`config.mk`:
```
export PLATFORM = sky130hd
export DESIGN_NAME = ram_access_ctrl
export DESIGN_NICKNAME = d
export VERILOG_FILES = /design/src/rtl/ram_access_ctrl.sv
export SDC_FILE = /design/constraint.sdc
export NUM_CORES = 1
export LEC_CHECK = 0
export BUFFER_PORTS_ARGS = -buffer_cell sky130_fd_sc_hd__buf_2
export CORE_ASPECT_RATIO = 1.5
export CORE_MARGIN = 1.5
export CORE_UTILIZATION = 48
export DETAILED_ROUTE_END_ITERATION = 6
export PLACE_DENSITY = 0.82
export SETUP_SLACK_MARGIN = 0.5
export SYNTH_ARGS = -nofsm -noshare
export SYNTH_HDL_FRONTEND = slang
export SYNTH_SLANG_ARGS = --single-unit
```
`constraint.sdc`:
```
create_clock -name clk -period 2.5 [get_ports clk]
set_clock_uncertainty 0.15 [all_clocks]
set_input_delay 0 -clock clk [delete_from_list [all_inputs] [get_ports clk]]
set_output_delay 0 -clock clk [all_outputs]
set_load 0.03 [all_outputs]
```
`src/rtl/ram_access_ctrl.sv`:
```
// Request/response front end for one single-port RAM port: issues reads/writes and
// returns read data through a 3-entry response FIFO. Optional zero-fill: RAM_CLEAR_EN.
module ram_access_ctrl #(
  parameter int unsigned dwith = 8,
  parameter int unsigned depth = 256
) (
  input  logic             clk,
  input  logic             nrst,
  // Handshakes: a beat transfers on a rising clk edge where valid & ready are both 1;
  // valid never waits on ready, and req_ready is a function of registered state only.
  input  logic             req_valid,
  output logic             req_ready,
  input  logic             req_we,
  input  logic [dwith-1:0] req_adr,
  input  logic [dwith-1:0] req_din,
  output logic             rsp_valid,
  input  logic             rsp_ready,
  output logic [dwith-1:0] rsp_dout,
  output logic             busy,
  output logic             ram_ce,
  output logic             ram_we,
  output logic [dwith-1:0] ram_adr,
  output logic [dwith-1:0] ram_din,
  input  logic [dwith-1:0] ram_dout,
  output logic [1:0]       dbg_state
);

  localparam logic [1:0] ST_RST = 2'd0;
  localparam logic [1:0] ST_RUN = 2'd2;
`ifdef RAM_CLEAR_EN
  localparam logic [1:0] ST_CLEAR = 2'd1;
`endif

  // A sweep longer than the address space cannot be expressed on ram_adr.
  if (depth > (2 ** dwith)) begin : g_depth_exceeds_address_space
  end

  logic [1:0]       state_q, state_d;
  logic             inflight_q;
  logic [1:0]       count_q, count_d;
  logic [1:0]       wr_ptr_q, rd_ptr_q;
  logic [dwith-1:0] fifo_q [3];
  logic             accept, push, pop;

  function automatic logic [1:0] ptr_inc(input logic [1:0] p);
    return (p == 2'd2) ? 2'd0 : p + 2'd1;
  endfunction

  // Credits: reads accepted but not yet consumed can never exceed the FIFO size.
  assign req_ready = (state_q == ST_RUN) && (({1'b0, count_q} + {2'b00, inflight_q}) < 3'd3);
  assign accept    = req_valid & req_ready;
  assign push      = inflight_q;
  assign rsp_valid = (count_q != 2'd0);
  assign pop       = rsp_valid & rsp_ready;
  assign rsp_dout  = fifo_q[rd_ptr_q];
  assign dbg_state = state_q;

`ifdef RAM_CLEAR_EN
  logic [dwith-1:0] clr_cnt_q, clr_cnt_d;
  logic             clr_last;

  assign clr_last  = (clr_cnt_q == dwith'(depth - 1));
  assign clr_cnt_d = (state_q == ST_CLEAR) ? clr_cnt_q + dwith'(1) : clr_cnt_q;
  assign busy      = (state_q != ST_RUN);

  always_ff @(posedge clk or negedge nrst) begin
    if (!nrst) clr_cnt_q <= '0;
    else       clr_cnt_q <= clr_cnt_d;
  end
`else
  assign busy = 1'b0;
`endif

  always_comb begin
    state_d = state_q;
    case (state_q)
`ifdef RAM_CLEAR_EN
      ST_RST:   state_d = ST_CLEAR;
      ST_CLEAR: if (clr_last) state_d = ST_RUN;
`else
      ST_RST:   state_d = ST_RUN;
`endif
      ST_RUN:   state_d = ST_RUN;
      default:  state_d = ST_RST;
    endcase
  end

  always_comb begin
    ram_ce  = 1'b0;
    ram_we  = 1'b0;
    ram_adr = '0;
    ram_din = '0;
`ifdef RAM_CLEAR_EN
    if (state_q == ST_CLEAR) begin
      ram_ce  = 1'b1;
      ram_we  = 1'b1;
      ram_adr = clr_cnt_q;
    end else
`endif
    if (accept) begin
      ram_ce  = 1'b1;
      ram_we  = req_we;
      ram_adr = req_adr;
      ram_din = req_din;
    end
  end

  always_comb begin
    count_d = count_q;
    case ({push, pop})
      2'b10:   count_d = count_q + 2'd1;
      2'b01:   count_d = count_q - 2'd1;
      default: count_d = count_q;
    endcase
  end

  always_ff @(posedge clk or negedge nrst) begin
    if (!nrst) begin
      state_q    <= ST_RST;
      inflight_q <= 1'b0;
      count_q    <= 2'd0;
      wr_ptr_q   <= 2'd0;
      rd_ptr_q   <= 2'd0;
      for (int i = 0; i < 3; i++) fifo_q[i] <= '0;
    end else begin
      state_q    <= state_d;
      inflight_q <= accept & ~req_we;
      count_q    <= count_d;
      // ram_dout belongs to the read issued in the previous cycle.
      if (push) begin
        fifo_q[wr_ptr_q] <= ram_dout;
        wr_ptr_q         <= ptr_inc(wr_ptr_q);
      end
      if (pop) rd_ptr_q <= ptr_inc(rd_ptr_q);
    end
  end

endmodule

```
==> results.toml, run 1 <==
[status]
outcome = "completed"

[pwr]
vdd_ir_drop_max_mv = 0.836
p_leak_nw = 1.16
powerDensity_nw_per_um2 = 1190
p_total_mw = 2.78

[setup_path]
crit_fanout = 8
critPathLaunchType = "flop"
max_stage_delay_ns = 0.40
cp_slowest_cell = "dfrtp_1"
required_ns = 2.35
endpoint_kind = "primary output"
critPathKind = "reg -> out"
r2r_end = "count_q[1]"
worstPathCellList = "ha_2 > ha_4 > a2111oi_4 > buf_6 > and2_2 > buf_2"
arrival_ns = 2.00
rrSetupSlack_ns = 0.63
r2r.worst_path.cells = 7
r2r-start = "count_q[0]"

[synth]
yosysMostFrequentCell = "dfrtp_1"
synth_top_cell_area_share_pct = 49.5
seq_area_frac_synth_pct = 49.5
yosysWarnings = 0
yosys-mux-area-fraction_pct = 24.2
synth_edf_count = 0
synthSimpleGateAreaFrac_pct = 11.8
ys_ff_latch = 32
async_flop_share_pct = 100
avgSynthCellArea_um2 = 12.3
synthesis.instances = 132
synth_top_family_by_area = "multiplexers"
synth_area_um2 = 1620
yosys-top-cells-count = "dfrtp_1, and2_1, mux2_2"
synth_top_flop_cell = "dfrtp_1"
synth-adder-area-share_pct = 2.32
yosysUniqueCellTypes = 28
synth_top_area_cell = "dfrtp_1"
synth_xor_area_share_pct = 1.62
synth_area_leaders = "dfrtp_1, mux2_2, mux2_4"
synth-compound-area-share_pct = 6.19

[routing]
antenna_left = 0
drc_errors = 0
num_vias = 1259
drt_pre_antenna_iters = 4
drt-initial-drc-count = 13
wl_per_cell_um = 15.2
viasPerCell = 5.08
wirelength_mm = 3.77

[job]
cap_violations = 0

[placed_design]
dp_slack_ns = 0.214
gp_congestion = 0.791
dp.cells = 223
dpl-instance-area_um2 = 1920
hpwl_mm = 2.52
numPortBuffers = 57

[clock_network]
cts-htree-levels = 2
clockBufferDepth = 2
cts_root_buf = "clkbuf_8"
clk_latency_ns = 0.29
numCtsBuffers = 5
clock-sinks = 32
clk_pin_slew_worst_paths_ns = 0.06
cts_tree = "built"

[floorplanning]
die_h_um = 74.1
die_width_um = 50.4
coreArea_um2 = 3190
die-area_um2 = 3730
rows = 25
start_util_pct = 50.7
boundaryPins = 60

[hold_path]
hold_path.class = "in -> reg"
worstHoldStart = "rsp_ready"
hold_depth = 3
min_to = "rd_ptr_q[0]"

[sta]
setup_viol = 0
setup_slack_ns = 0.353
rsz0062_at_grt = "true"
tightestPinTransition_ns = 0.698
min_period_ns = 2.15
fmax_mhz = 466
hold_violations = 0
slew_headroom_pct = 53.5
finalCritPeriodShare_pct = 85.9
fin_setup_tns_ns = 0
finalMaxSlewViolations = 0

[global_route]
track_usage_pct = 23.0
gr-total-overflow = 0
grt_pass1_wl_mm = 6.26
grt_antenna_before_repair = 0
grt_max_degree = 33
grt_pass1_vias = 1389

[finish]
final_cell_area_um2 = 2340
nFillCells = 246
layout.cells.non_filler = 248
area_growth_pct = 44.7
antenna_cells = 0
finalNetCount = 239
drive_above_1_share_pct = 57.2
## report_power, final
group          total, mW  switching, mW  internal [mW]
combinational       1.31          0.676          0.636
clock              0.489          0.193          0.295
sequential         0.981          0.215          0.766
## flip-flops by register name (all words and copies together), names as in the netlist
signal / count
count_q: 2
fifo_q: 24
wr_ptr_q: 2
dbg_state: 1
rd_ptr_q: 2
inflight_q: 1
## cell type report
class,instances,area [um^2],share of cell area [%]
timing repair buffer,74,548,23.4
multi-input combinational,89,816,34.8
inverter,5,18.8,0.802
clock inverter,2,35.0,1.50
clock buffer,6,72.6,3.10
sequential,32,801,34.2
tap,40,50.0,2.14
## routing by layer
layer | wire [um] | global-route usage [%] | part of all wire (%) | vias to the layer above
met4 | 44 | 9.61 | 1.2 | 0
met5 | 0 | 0 | 0 | -
met1 | 1350 | 22.0 | 36 | 604
met2 | 2110 | 44.7 | 56 | 56
li1 | - | - | - | 593
met3 | 262 | 6.83 | 7.0 | 6
## cell families after synthesis
logic type / Yosys count
and+or+nand+nor: 33
buffers and inverters: 12
DFF: 32
xor gates and xnor gates: 3
AOI/OAI and AO/OA: 14
muxes: 33
other: 2
adders and majority gates: 3
## worst max-delay path: cells and delay by family, from the launching register on
| kind | cells | cell delay, ns |
|---|---|---|
| AOI/OAI and AO/OA | 1 | 0.38 |
| adders and majority gates | 2 | 0.42 |
| and+or+nand+nor | 1 | 0.14 |
| buffers and inverters | 2 | 0.37 |
| DFF | 1 | 0.40 |
## cell usage in the layout, fill, tap and decap left out, drive strengths merged
cell         instances
clkbuf               6
a211oi               1
dlygate4sd3         10
xnor2                2
mux2i                8
buf                 64
xor2                 1
or3                  1
inv                  5
a21o                 2
a2111oi              1
and2                17
ha                   3
nand3                1
bufinv               1
dfrtp               32
or2                  1
mux2                25
nor3                 2
nand2                8
clkinv               1
nor2b                2
conb                 3
o21ai               10
nor2                 1
## timing repair
action	4_1_cts	5_1_grt
hold endpoints to repair	57	0
gates resized for setup	48	4
hold buffers	10	0
cloned	1	0
setup buffers	5	1
pin swaps	11	2
setup endpoints to repair	27	25
## per-stage QoR
step | hold WS [ns] | util, %
2_1_floorplan | -0.446 | -
4_1_cts | 0.0329 | 72.8
6_report | 0.0211 | 73.4
3_5_place_dp | -0.0725 | 60.3
5_1_grt | 0.0440 | 73.4
3_3_place_gp | -0.0836 | 60.3
## worst max path at each step
stage                          start    endpoint  slack, ns  cells past startpoint
after global routing      count_q[0]  ram_adr[5]       0.27                      6
final                     count_q[0]  ram_adr[5]       0.35                      6
after global placement    inflight_q  ram_adr[5]       0.34                      5
after detailed placement  count_q[0]  ram_adr[5]       0.21                      5
after floorplan           count_q[0]  ram_adr[2]       0.50                      5
after CTS                 count_q[0]  ram_adr[5]       0.38                      6
No activity file was read; power rests on OpenSTA's default activity.
==> inputs of run 2 (changes only) <==
--- a/config.mk
+++ b/config.mk
@@ -5,12 +5,13 @@
 export SDC_FILE = /design/constraint.sdc
 export NUM_CORES = 1
 export LEC_CHECK = 0
+export ABC_AREA = 1
 export BUFFER_PORTS_ARGS = -buffer_cell sky130_fd_sc_hd__buf_2
 export CORE_ASPECT_RATIO = 1.5
 export CORE_MARGIN = 1.5
-export CORE_UTILIZATION = 48
+export CORE_UTILIZATION = 49
 export DETAILED_ROUTE_END_ITERATION = 6
-export PLACE_DENSITY = 0.82
+export PLACE_DENSITY = 0.83
 export SETUP_SLACK_MARGIN = 0.5
 export SYNTH_ARGS = -nofsm -noshare
 export SYNTH_HDL_FRONTEND = slang
==> run 2 against run 1 <==
  * Fmax grew 8.7%
  * Worst hold slack better by 0.13 ns
  * Setup slack gained 0.17 ns
  * Highest routed layer unchanged
  * Core utilization up 0.24 points
  * Largest power group unchanged
  * Cell count up 30%
==> results.toml, run 2 <==
[pwr]
vdd_ir_drop_max_mv = 0.707
p_leak_nw = 1.30
powerDensity_nw_per_um2 = 1180

[synth]
synth_area_leaders = "dfrtp_1, nand2_1, inv_1"
synthesis.instances = 205
yosysMostFrequentCell = "nand2_1"
avgSynthCellArea_um2 = 8.09
yosys-top-cells-count = "nand2_1, inv_1, dfrtp_1"
yosysUniqueCellTypes = 18
async_flop_share_pct = 100
synth_area_um2 = 1660
yosysWarnings = 0
synth_top_flop_cell = "dfrtp_1"
synth_edf_count = 0
synth_top_area_cell = "dfrtp_1"
synth_top_cell_area_share_pct = 48.3
seq_area_frac_synth_pct = 48.3
ys_ff_latch = 32

[clock_network]
clk_pin_slew_worst_paths_ns = 0.06
cts_root_buf = "clkbuf_8"
cts_tree = "built"
cts-htree-levels = 2
numCtsBuffers = 5
clock-sinks = 32
clk_latency_ns = 0.28
clockBufferDepth = 2

[finish]
antenna_cells = 0
finalNetCount = 313
regMostFlops = "fifo_q"
drive_above_1_share_pct = 35.8
final_common_cell = "nand2_1"
layout_common_cells = "nand2_1, buf_2, inv_1"
largest_reg_flops = 24
layout.cells.non_filler = 322
final_cell_area_um2 = 2350
area_growth_pct = 41.7

[routing]
drt-initial-drc-count = 42
drt_pre_antenna_iters = 4
drc_errors = 0
wirelength_mm = 4.38
num_vias = 1597
viasPerCell = 4.96
wl_per_cell_um = 13.6
antenna_left = 0

[global_route]
grt_pass1_wl_mm = 6.51
grt_max_degree = 33
gr-total-overflow = 0
grt_antenna_before_repair = 0
grt_pass1_vias = 1464
track_usage_pct = 23.8

[setup_path]
crit_fanout = 5
arrival_ns = 1.83
critPathLaunchType = "flop"
endpoint_kind = "primary output"
required_ns = 2.35
critPathKind = "reg -> out"

[floorplanning]
start_util_pct = 52.0
die-area_um2 = 3750
die_width_um = 50.5
coreArea_um2 = 3190
rows = 25
die_h_um = 74.2
boundaryPins = 60

[sta]
tightestPinTransition_ns = 0.694
setup_viol = 0
hold_violations = 0
min_period_ns = 1.98
finalCritPeriodShare_pct = 79.0
fin_setup_tns_ns = 0
finalMaxSlewViolations = 0
fmax_mhz = 506
hold_ws_ns = 0.146
setup_slack_ns = 0.525
rsz0062_at_grt = "false"
slew_headroom_pct = 53.8

[job]
cap_violations = 0

[placed_design]
gp_congestion = 0.720
dp.cells = 297
dp_slack_ns = 0.495
hpwl_mm = 2.30
numPortBuffers = 57
dpl-instance-area_um2 = 1940

[hold_path]
hold_path.class = "in -> async"

[status]
outcome = "completed"
==> run 2: cell count changes after synthesis, moves of 9 or more <==
cell     previous run  this run
nand2_1             8        61
inv_1               4        38
nor2_1              1        20
and2_1             17         0
mux2_2             17         0
o21ai_2             0        16
nand3_1             1        10
==> run 2: path summary, 6_finish.rpt <==
check,start,end,slack (ns),cells past startpoint
max in group asynchronous,nrst,inflight_q,1.56,2
worst min-delay path,nrst,rd_ptr_q[0],0.15,2
worst max-delay path,count_q[0],ram_adr[3],0.52,6
worst min register to register,fifo_q[10],fifo_q[10],0.33,2
worst max register to register,count_q[0],count_q[1],0.77,10
min in group clk,req_din[6],ram_din[6],0.17,4
==> run 2: critical path: stages (launching register included) <==
cell	delay (ns)
dfrtp_1	0.41
ha_1	0.24
ha_4	0.24
nand2_4	0.12
nand4_4	0.14
nor2_1	0.19
buf_4	0.19
==> run 2: cell type report <==
class | instances | area [um^2]
Timing Repair Buffer | 71 | 470
Clock buffer | 6 | 72.6
Tap cell | 40 | 50.0
Clock inverter | 2 | 35.0
Sequential cell | 32 | 802
Fill cell | 231 | 842
Multi-Input combinational cell | 133 | 776
Inverter | 38 | 143
==> run 2: kinds of logic (layout without fill, tap and decap cells) <==
| group | Yosys count | count (layout) | share of synthesized area (%) |
|---|---|---|---|
| buffers and inverters | 44 | 117 | 11.8 |
| AO/OA/AOI/OAI | 26 | 26 | 11.5 |
| flip-flops | 32 | 32 | 48.3 |
| AND/OR/NAND/NOR | 97 | 100 | 25.1 |
| XOR/XNOR | 1 | 1 | 0.528 |
| other | 2 | 3 | 0.453 |
| adder cells (fa/ha/maj) | 3 | 3 | 2.26 |
==> run 2: report_power, final <==
part | internal [mW] | switching (mW) | total, mW | leakage, nW
clock network | 0.296 | 0.193 | 0.489 | 0.0552
logic | 0.463 | 0.892 | 1.36 | 0.865
registers | 0.759 | 0.160 | 0.920 | 0.377
==> run 2: what timing repair did <==
item                                   4_1_cts  5_1_grt
buffers inserted                             1        1
hold buffers                                12        0
endpoints found under the hold margin       59        0
gates cloned                                 2        1
gates resized for setup                     24       12
setup endpoints to repair                   18       19
pin swaps                                    0        3
==> run 2: stage by stage <==
step / utilization, % / power [mW]
final: 73.6 / 2.76
after global routing: 73.6 / 2.95
after CTS: 71.5 / 2.68
after detailed placement: 60.9 / 2.10
after global placement: 60.9 / 2.06
after floorplan: - / 1.79
==> run 2: per-layer routing <==
metal / track usage, % / up-vias / share of wire, %
met3: 6.63 / 15 / 5.5
met4: 12.3 / 0 / 3.3
met1: 24.5 / 731 / 35
li1: - / 782 / -
met2: 43.7 / 69 / 56
met5: 0 / - / 0
